**config.mk**
```make
export PLATFORM = sky130hd
export DESIGN_NAME = pix_pattern_gen
export DESIGN_NICKNAME = d
export VERILOG_FILES = /design/src/rtl/vid_pkg.sv /design/src/rtl/pix_pattern_color.sv /design/src/rtl/pix_pattern_gen.sv
export SDC_FILE = /design/constraint.sdc
export NUM_CORES = 1
export LEC_CHECK = 0
export ABC_AREA = 0
export BUFFER_PORTS_ARGS = -buffer_cell sky130_fd_sc_hd__buf_4
export CORE_AREA = 8 8 124 126
export DETAILED_ROUTE_END_ITERATION = 7
export DIE_AREA = 0 0 132 134
export GPL_TIMING_DRIVEN = 0
export PLACE_DENSITY_LB_ADDON = 0.15
export SYNTH_ARGS = -nofsm -noshare
export SYNTH_HDL_FRONTEND = slang
export SYNTH_HIERARCHICAL = 1
export SYNTH_SLANG_ARGS = --single-unit
```
**constraint.sdc**
```tcl
create_clock -name iPIX_CLK -period 8.05 [get_ports iPIX_CLK]
set_clock_uncertainty 0.15 [all_clocks]
set_input_delay 0.4025 -clock iPIX_CLK [delete_from_list [all_inputs] [get_ports iPIX_CLK]]
set_output_delay 0.4025 -clock iPIX_CLK [all_outputs]
set_load 0.005 [all_outputs]
```
**src/rtl/vid_pkg.sv**
```systemverilog
// Shared types and constants for the pixel pattern generator.
package vid_pkg;
  typedef logic [14:0] rgb555_t;

  typedef enum logic [1:0] {
    MODE_SOLID = 2'd0,
    MODE_BARS  = 2'd1,
    MODE_CHECK = 2'd2,
    MODE_GRAD  = 2'd3
  } mode_e;

  typedef enum logic [1:0] {
    IDLE = 2'd0,
    MARK = 2'd1,
    PIX  = 2'd2
  } state_e;

  localparam rgb555_t C_WHITE = 15'h7FFF;
  localparam rgb555_t C_BLACK = 15'h0000;

  // Bar b: R=!b[1], G=!b[2], B=!b[0] gives white..black in broadcast order.
  function automatic rgb555_t bar_rgb(input logic [2:0] b);
    return {{5{~b[1]}}, {5{~b[2]}}, {5{~b[0]}}};
  endfunction
endpackage

```
**src/rtl/pix_pattern_color.sv**
```systemverilog
// Combinational pattern lookup: position, bar index and frame count to RGB555.
module pix_pattern_color
  import vid_pkg::*;
#(
  parameter int XW = 9,
  parameter int YW = 8
) (
  input  mode_e            mode_i,
  input  logic [XW-1:0]    x_i,
  input  logic [YW-1:0]    y_i,
  input  logic [2:0]       bar_i,
  input  logic [7:0]       cnt_i,
  input  rgb555_t          solid_i,
  output rgb555_t          rgb_o
);
  logic [8:0] x9;
  logic [7:0] y8;
  logic [8:0] sum;

  // Patterns are defined on a 9-bit x / 8-bit y regardless of frame size.
  assign x9  = 9'(x_i);
  assign y8  = 8'(y_i);
  assign sum = x9 + {1'b0, cnt_i};

  always_comb begin
    rgb_o = C_BLACK;
    unique case (mode_i)
      MODE_SOLID: rgb_o = solid_i;
      MODE_BARS:  rgb_o = bar_rgb(bar_i);
      MODE_CHECK: rgb_o = (sum[4] ^ y8[4]) ? C_WHITE : C_BLACK;
      MODE_GRAD:  rgb_o = {x9[8:4], y8[7:3], cnt_i[4:0]};
      default:    rgb_o = C_BLACK;
    endcase
  end
endmodule

```
**src/rtl/pix_pattern_gen.sv**
```systemverilog
// Test-pattern pixel source: marker word then pW x pH raster pixels per frame,
// paced by the converter's write/full handshake.
module pix_pattern_gen
  import vid_pkg::*;
#(
  parameter int pW = 320,
  parameter int pH = 240
) (
  input  logic        iPIX_CLK,
  input  logic        iRESET,
  input  logic        iENABLE,
  input  logic [1:0]  iMODE,
  input  logic [14:0] iSOLID_RGB,
  input  logic        iPIX_FULL,
  output logic        oPIX_START,
  output logic [14:0] oPIX_RGB,
  output logic        oPIX_WRITE,
  output logic        oFRAME_DONE,
  output logic [7:0]  oFRAME_CNT
);
  localparam int XW  = (pW > 1) ? $clog2(pW) : 1;
  localparam int YW  = (pH > 1) ? $clog2(pH) : 1;
  localparam int BW  = pW / 8;
  localparam int BCW = (BW > 1) ? $clog2(BW) : 1;
  localparam logic [XW-1:0]  X_LAST  = XW'(pW - 1);
  localparam logic [YW-1:0]  Y_LAST  = YW'(pH - 1);
  localparam logic [BCW-1:0] BC_LAST = BCW'(BW - 1);

  state_e         state_q, state_d;
  logic [XW-1:0]  x_q, x_d;
  logic [YW-1:0]  y_q, y_d;
  logic [2:0]     bar_q, bar_d;
  logic [BCW-1:0] bcnt_q, bcnt_d;
  mode_e          mode_q, mode_d;
  rgb555_t        solid_q, solid_d;
  logic [7:0]     cnt_q, cnt_d;
  logic           done_q, done_d;
  logic           start_q, start_d;
  rgb555_t        rgb_q, rgb_d;
  rgb555_t        pix_rgb;
  logic           wr, ld;

  assign wr = (state_q != IDLE) && !iPIX_FULL;

  always_comb begin
    state_d = state_q;
    x_d     = x_q;
    y_d     = y_q;
    bar_d   = bar_q;
    bcnt_d  = bcnt_q;
    mode_d  = mode_q;
    solid_d = solid_q;
    cnt_d   = cnt_q;
    done_d  = 1'b0;
    unique case (state_q)
      IDLE: if (iENABLE) state_d = MARK;
      MARK: if (wr) begin
        mode_d  = mode_e'(iMODE);
        solid_d = iSOLID_RGB;
        x_d     = '0;
        y_d     = '0;
        bar_d   = '0;
        bcnt_d  = '0;
        state_d = PIX;
      end
      PIX: if (wr) begin
        if (x_q == X_LAST) begin
          x_d    = '0;
          bar_d  = '0;
          bcnt_d = '0;
          if (y_q == Y_LAST) begin
            y_d     = '0;
            done_d  = 1'b1;
            cnt_d   = cnt_q + 1'b1;
            state_d = iENABLE ? MARK : IDLE;
          end else begin
            y_d = y_q + 1'b1;
          end
        end else begin
          x_d = x_q + 1'b1;
          // Bar index advances every pW/8 pixels without a divider.
          if (bcnt_q == BC_LAST) begin
            bcnt_d = '0;
            bar_d  = bar_q + 1'b1;
          end else begin
            bcnt_d = bcnt_q + 1'b1;
          end
        end
      end
      default: state_d = IDLE;
    endcase
  end

  pix_pattern_color #(.XW(XW), .YW(YW)) u_color (
    .mode_i  (mode_d),
    .x_i     (x_d),
    .y_i     (y_d),
    .bar_i   (bar_d),
    .cnt_i   (cnt_d),
    .solid_i (solid_d),
    .rgb_o   (pix_rgb)
  );

  // Output word is preloaded for the next position so writes can stream back to back.
  always_comb begin
    ld      = (state_q == IDLE) || wr;
    start_d = (state_d == MARK);
    rgb_d   = (state_d == PIX) ? pix_rgb : C_BLACK;
  end

  always_ff @(posedge iPIX_CLK) begin
    if (iRESET) begin
      state_q <= IDLE;
      x_q     <= '0;
      y_q     <= '0;
      bar_q   <= '0;
      bcnt_q  <= '0;
      mode_q  <= MODE_SOLID;
      solid_q <= C_BLACK;
      cnt_q   <= '0;
      done_q  <= 1'b0;
      start_q <= 1'b0;
      rgb_q   <= C_BLACK;
    end else begin
      state_q <= state_d;
      x_q     <= x_d;
      y_q     <= y_d;
      bar_q   <= bar_d;
      bcnt_q  <= bcnt_d;
      mode_q  <= mode_d;
      solid_q <= solid_d;
      cnt_q   <= cnt_d;
      done_q  <= done_d;
      if (ld) begin
        start_q <= start_d;
        rgb_q   <= rgb_d;
      end
    end
  end

  assign oPIX_START  = start_q;
  assign oPIX_RGB    = rgb_q;
  assign oPIX_WRITE  = wr;
  assign oFRAME_DONE = done_q;
  assign oFRAME_CNT  = cnt_q;
endmodule

```
==> results.yml, run 1 <==
run_status:
  outcome: "completed"
clock_network:
  postCtsHoldBufs: 0
  tritoncts: "done"
  cts.htree.levels: 3
  root_buffer: "clkbuf_16"
  clk_path_buf_depth: 2
  clkLatencyLatePin_ns: 0.34
  cts_num_sinks: 70
  cts.repair.resized: 0
  cts_setup_buffers: 0
  cts_made_buffers: 9
  cts.reportedPaths.clkPinSlew_ns: 0.06
floorplanning:
  core_um2: 13500
  dieArea_um2: 17700
  rows: 43
  die_x_um: 132
  initial_utilization_pct: 29.1
  die_h_um: 134
  ios: 47
drt:
  vias_per_cell: 4.98
  finalWirelength_mm: 11.0
  dr.pass1.iters: 4
  vias: 3354
  drc: 0
  drtIter0Drc: 165
  wl_per_cell_um: 16.4
  final_antenna_net_count: 0
pwr:
  p_leak_uw: 0.00190
  comb_power_share_pct: 7.7
  ir_drop_v: 0.0000866
  swShare_pct: 22.4
  p_int_uw: 690
  p_clk_share_pct: 52.8
  cellPowerDensity_nw_per_um2: 183
  switchingPower_uw: 199
  p_seq_share_pct: 39.5
layout:
  fin_nets: 521
  fin_util_pct: 35.9
  multiInputGateArea_um2: 2380
  synthToLayoutAreaGrowth_pct: 23.4
  seq_area_um2: 1400
  final_area_um2: 4850
  drive_gt1_share_pct: 21.7
  final_cells: 673
  fillers: 1406
  antenna_cells: 0
critical_path:
  worstPathCellList: "inv_1 > ha_1 > nor3b_1 > nand4_1 > nor2_1 > mux2_2 > ha_1 > nand3_1 > a22oi_2 > xnor2_2 > buf_6 > mux4_2 > nand3_1 > o21ai_0"
  critPathMaxFanout: 10
  worstPathArrival_ns: 4.21
  start_kind: "register"
  rr_endpoint: "oPIX_RGB[1]"
  path_buf_inv: 2
  worst_path_max_delay_cell: "nand4_1"
  crit_end: "oPIX_RGB[1]"
  r2r_slack_ns: 3.91
  r2r_cells: 14
  cp_top_family: "simple AND/OR/NAND/NOR gates"
  startpoint: "state_q[0]"
  crit_path_end_kind: "register"
  cp_slowest_stage_delay_ns: 0.46
  worst-path-stages: 14
  required_ns: 8.12
  critical_path_class: "register to register"
  rr_startpoint: "state_q[0]"
placement:
  dpl_cell_area_um2: 4500
  dp_hpwl_mm: 8.40
  io_buffers: 46
  gp_congestion: 0.805
  dp_cells: 657
yosys:
  yosys_warnings: 6
  synth_area_um2: 3930
  synth_cells: 431
  avgSynthCellArea_um2: 9.11
  synth_nets: 464
timing:
  slew_viol_final: 0
  finalCritPeriodShare_pct: 51.5
  hold_viol: 0
  finalSetupViolations: 0
  maxSlewHeadroom_pct: 34.8
  hold_slack_ns: 0.272
  fmax_mhz: 241
  rsz0062_at_grt: "no"
  tightest_slew_ns: 0.976
  setup_tns_ns: 0
  post-route-min-period_ns: 4.14
worst_hold_path:
  hold_class: "primary input to register"
global_route:
  grt.total_usage_pct: 12.6
  grt_use_met2_pct: 20.9
  antenna_found_initial: 0
  grt-ovfl-total: 0
  grt_pass1_wl_mm: 17.7
  grt-busiest-layer: "met2"
  grt_pass1_vias: 3231
  grt.met3_usage_pct: 2.58
  grt_max_degree: 13
  use_met1_pct: 15.5
run:
  cap_violations: 0
layer usage:
| metal | up-vias | wire [µm] |
|---|---|---|
| met4 | 0 | 191 |
| met2 | 74 | 5240 |
| li1 | 1693 | - |
| met1 | 1574 | 5120 |
| met5 | - | 0 |
| met3 | 13 | 476 |
metrics by stage:
step	setup slack [ns]	total power, µW
detailed placement	3.85	428
CTS	3.85	900
finish	3.91	889
global placement	3.91	428
global route	3.57	925
floorplan	4.55	402
sequential cells by signal, indices dropped and copies added, names as in the netlist, 3 cells and up:
| register | count |
|---|---|
| bar_q | 3 |
| oFRAME_CNT | 8 |
| solid_q | 15 |
| y_q | 8 |
| bcnt_q | 6 |
| oPIX_RGB | 15 |
| x_q | 9 |
worst min-delay path, cell delays in order:
cell,delay (ns)
buf_4,0.08
mux2_2,0.14
nor2b_1,0.11
final cells by class:
class                   instances  share of cell area (%)
multi-input cells             329                    49.2
flip-flops and latches         70                    28.9
repair buffers                 46                    7.12
clock buffers                  11                    5.01
well taps                     180                    4.65
clock inverters                 5                    2.19
plain buffers                  22                    2.17
inverters                      10                   0.774
placed cells by master (no fill, tap or decap), drive strengths merged, types with 4 or more instances in the layout:
master	n
dfxtp	70
buf	54
nand2	39
nor2b	34
o21ai	33
nand3	33
nor2	26
clkbuf	25
mux2	18
a21oi	15
nor3	15
mux4	15
ha	12
inv	10
a31oi	9
xor2	8
and3	6
nand4	6
and2	5
a311oi	4
nor3b	4
xnor2	4
power by group through the flow:
stage               Sequential [µW]  Combinational (µW)  Clock (µW)
CTS                             351                69.6         480
finish                          351                68.4         470
global route                    351                74.8         498
detailed placement              359                69.2           0
global placement                359                69.1           0
floorplan                       358                43.3           0
worst min-delay path by stage:
stage                        startpoint      endpoint  slack, ns  cells past startpoint
after floorplan             oPIX_RGB[0]   oPIX_RGB[0]       0.30                      2
after global placement     oPIX_RGB[13]  oPIX_RGB[13]       0.29                      2
after detailed placement    oPIX_RGB[3]   oPIX_RGB[3]       0.30                      2
after CTS                 iSOLID_RGB[8]    solid_q[8]       0.26                      3
after global routing      iSOLID_RGB[1]    solid_q[1]       0.29                      3
final                     iSOLID_RGB[1]    solid_q[1]       0.27                      3
Note: power is estimated with default switching activity, not from simulation.
==> run 2: changes to the inputs <==
clock period = 3.9 ns   (was 8.05 ns; I/O delays follow)
==> results.yml, run 2 (same netlist as run 1, synthesis figures left out) <==
floorplanning:
  ios: 47
  die_h_um: 134
  rows: 43
  dieArea_um2: 17700
  die_x_um: 132
  core_um2: 13500
  initial_utilization_pct: 29.1
clock_network:
  clk_path_buf_depth: 2
  cts.reportedPaths.clkPinSlew_ns: 0.06
  tritoncts: "done"
  cts_num_sinks: 70
  root_buffer: "clkbuf_16"
  cts.htree.levels: 3
  cts_made_buffers: 9
  clkLatencyLatePin_ns: 0.34
  postCtsHoldBufs: 0
pwr:
  switchingPower_uw: 414
  cellPowerDensity_nw_per_um2: 376
  p_clk_share_pct: 52.7
  ir_drop_v: 0.000181
  p_seq_share_pct: 39.4
  swShare_pct: 22.5
  comb_power_share_pct: 7.8
  p_int_uw: 1430
  p_leak_uw: 0.00193
timing:
  maxSlewHeadroom_pct: 36.6
  rsz0062_at_grt: "no"
  hold_viol: 0
  finalSetupViolations: 0
  fmax_mhz: 273
  tightest_slew_ns: 0.949
  slew_viol_final: 0
  hold_slack_ns: 0.0621
  post-route-min-period_ns: 3.66
  finalCritPeriodShare_pct: 93.8
placement:
  dp_cells: 657
  io_buffers: 46
  dp_hpwl_mm: 8.40
  gp_congestion: 0.805
critical_path:
  worstPathArrival_ns: 3.73
  required_ns: 3.97
  critical_path_class: "register to register"
  crit_path_end_kind: "register"
  critPathMaxFanout: 10
  start_kind: "register"
worst_hold_path:
  hold_class: "primary input to register"
drt:
  drc: 0
  dr.pass1.iters: 4
  drtIter0Drc: 150
  finalWirelength_mm: 11.0
  final_antenna_net_count: 0
  vias: 3383
  vias_per_cell: 5.01
  wl_per_cell_um: 16.4
layout:
  layout_commonest_cell: "dfxtp_1"
  synthToLayoutAreaGrowth_pct: 24.7
  fin_util_pct: 36.3
  antenna_cells: 0
  fin_nets: 523
  final_cells: 675
  drive_gt1_share_pct: 23.6
  mostFrequentLayoutCells: "dfxtp_1 (69), buf_4 (50), nand2_1 (39), nor2b_1 (34), nand3_1 (33)"
global_route:
  grt_pass1_wl_mm: 17.8
  antenna_found_initial: 0
  grt_use_met2_pct: 21.1
  grt.total_usage_pct: 12.7
  grt.met3_usage_pct: 2.58
  grt_pass1_vias: 3268
  grt-busiest-layer: "met2"
  use_met1_pct: 15.6
  grt_max_degree: 13
  grt-ovfl-total: 0
run:
  cap_violations: 0
run_status:
  outcome: "completed"
-- run 2: changes by cell type in the layout (fill, tap and decap cells not counted), sizes merged --
cell    change
buf         +4
clkbuf      -2
-- run 2: worst paths after layout --
check | cells after the start | to | start | slack, ns
max reg2reg | 17 | oPIX_RGB[1] | state_q[1] | 0.24
min reg2reg | 2 | oPIX_RGB[11] | oPIX_RGB[11] | 0.30
max | 17 | oPIX_RGB[1] | state_q[1] | 0.24
min | 3 | solid_q[1] | iSOLID_RGB[1] | 0.06
-- run 2: stage by stage --
stage | cell area, µm² | worst slack, ns | TNS, ns | total power, µW
after floorplan | 3930 | 0.399 | 0 | 829
after global placement | 4500 | -0.243 | -2.74 | 883
after detailed placement | 4500 | -0.298 | -3.60 | 883
after CTS | 4880 | 0.0126 | 0 | 1860
after global routing | 4900 | 0.0217 | 0 | 1910
final | 4900 | 0.242 | 0 | 1840
-- run 2: cell type report --
cell class,instances,area [µm²]
clock buffer,11,243
clock inverter,5,106
timing repair buffer,50,375
sequential,70,1400
inverter,10,37.5
multi-input combinational,329,2400
buffer,20,105
tap,180,225
fill,1403,8610
-- run 2: per-layer routing --
metal	share of wire, %	vias to the layer above	wire length, µm
met2	47	64	5210
met4	1.9	0	214
met1	47	1605	5220
met3	3.6	13	403
li1	-	1701	-
met5	0	-	0
-- run 2: repair_timing --
action,4_1_cts,5_1_grt
setup buffers,4,0
pin swaps,2,2
endpoints found under the setup margin,15,15
cloned,0,0
gates resized for setup,2,9
-- run 2: power groups by stage --
stage / logic (µW) / clock network (µW) / registers [µW]
after floorplan: 89.4 / 0 / 740
after global placement: 143 / 0 / 740
after detailed placement: 143 / 0 / 740
after CTS: 144 / 990 / 725
after global routing: 157 / 1030 / 725
final: 144 / 970 / 725
-- run 2: critical path: stages, from the launching register on --
cell     delay, ns
dfxtp_1       0.39
inv_1         0.09
ha_2          0.25
or2_1         0.25
buf_6         0.14
inv_1         0.14
buf_6         0.17
a21oi_1       0.07
o21ai_0       0.17
o31ai_1       0.13
ha_1          0.25
nor3_1        0.21
a22oi_2       0.13
xnor2_2       0.20
buf_6         0.17
mux4_2        0.45
nand3_1       0.09
o21ai_0       0.07
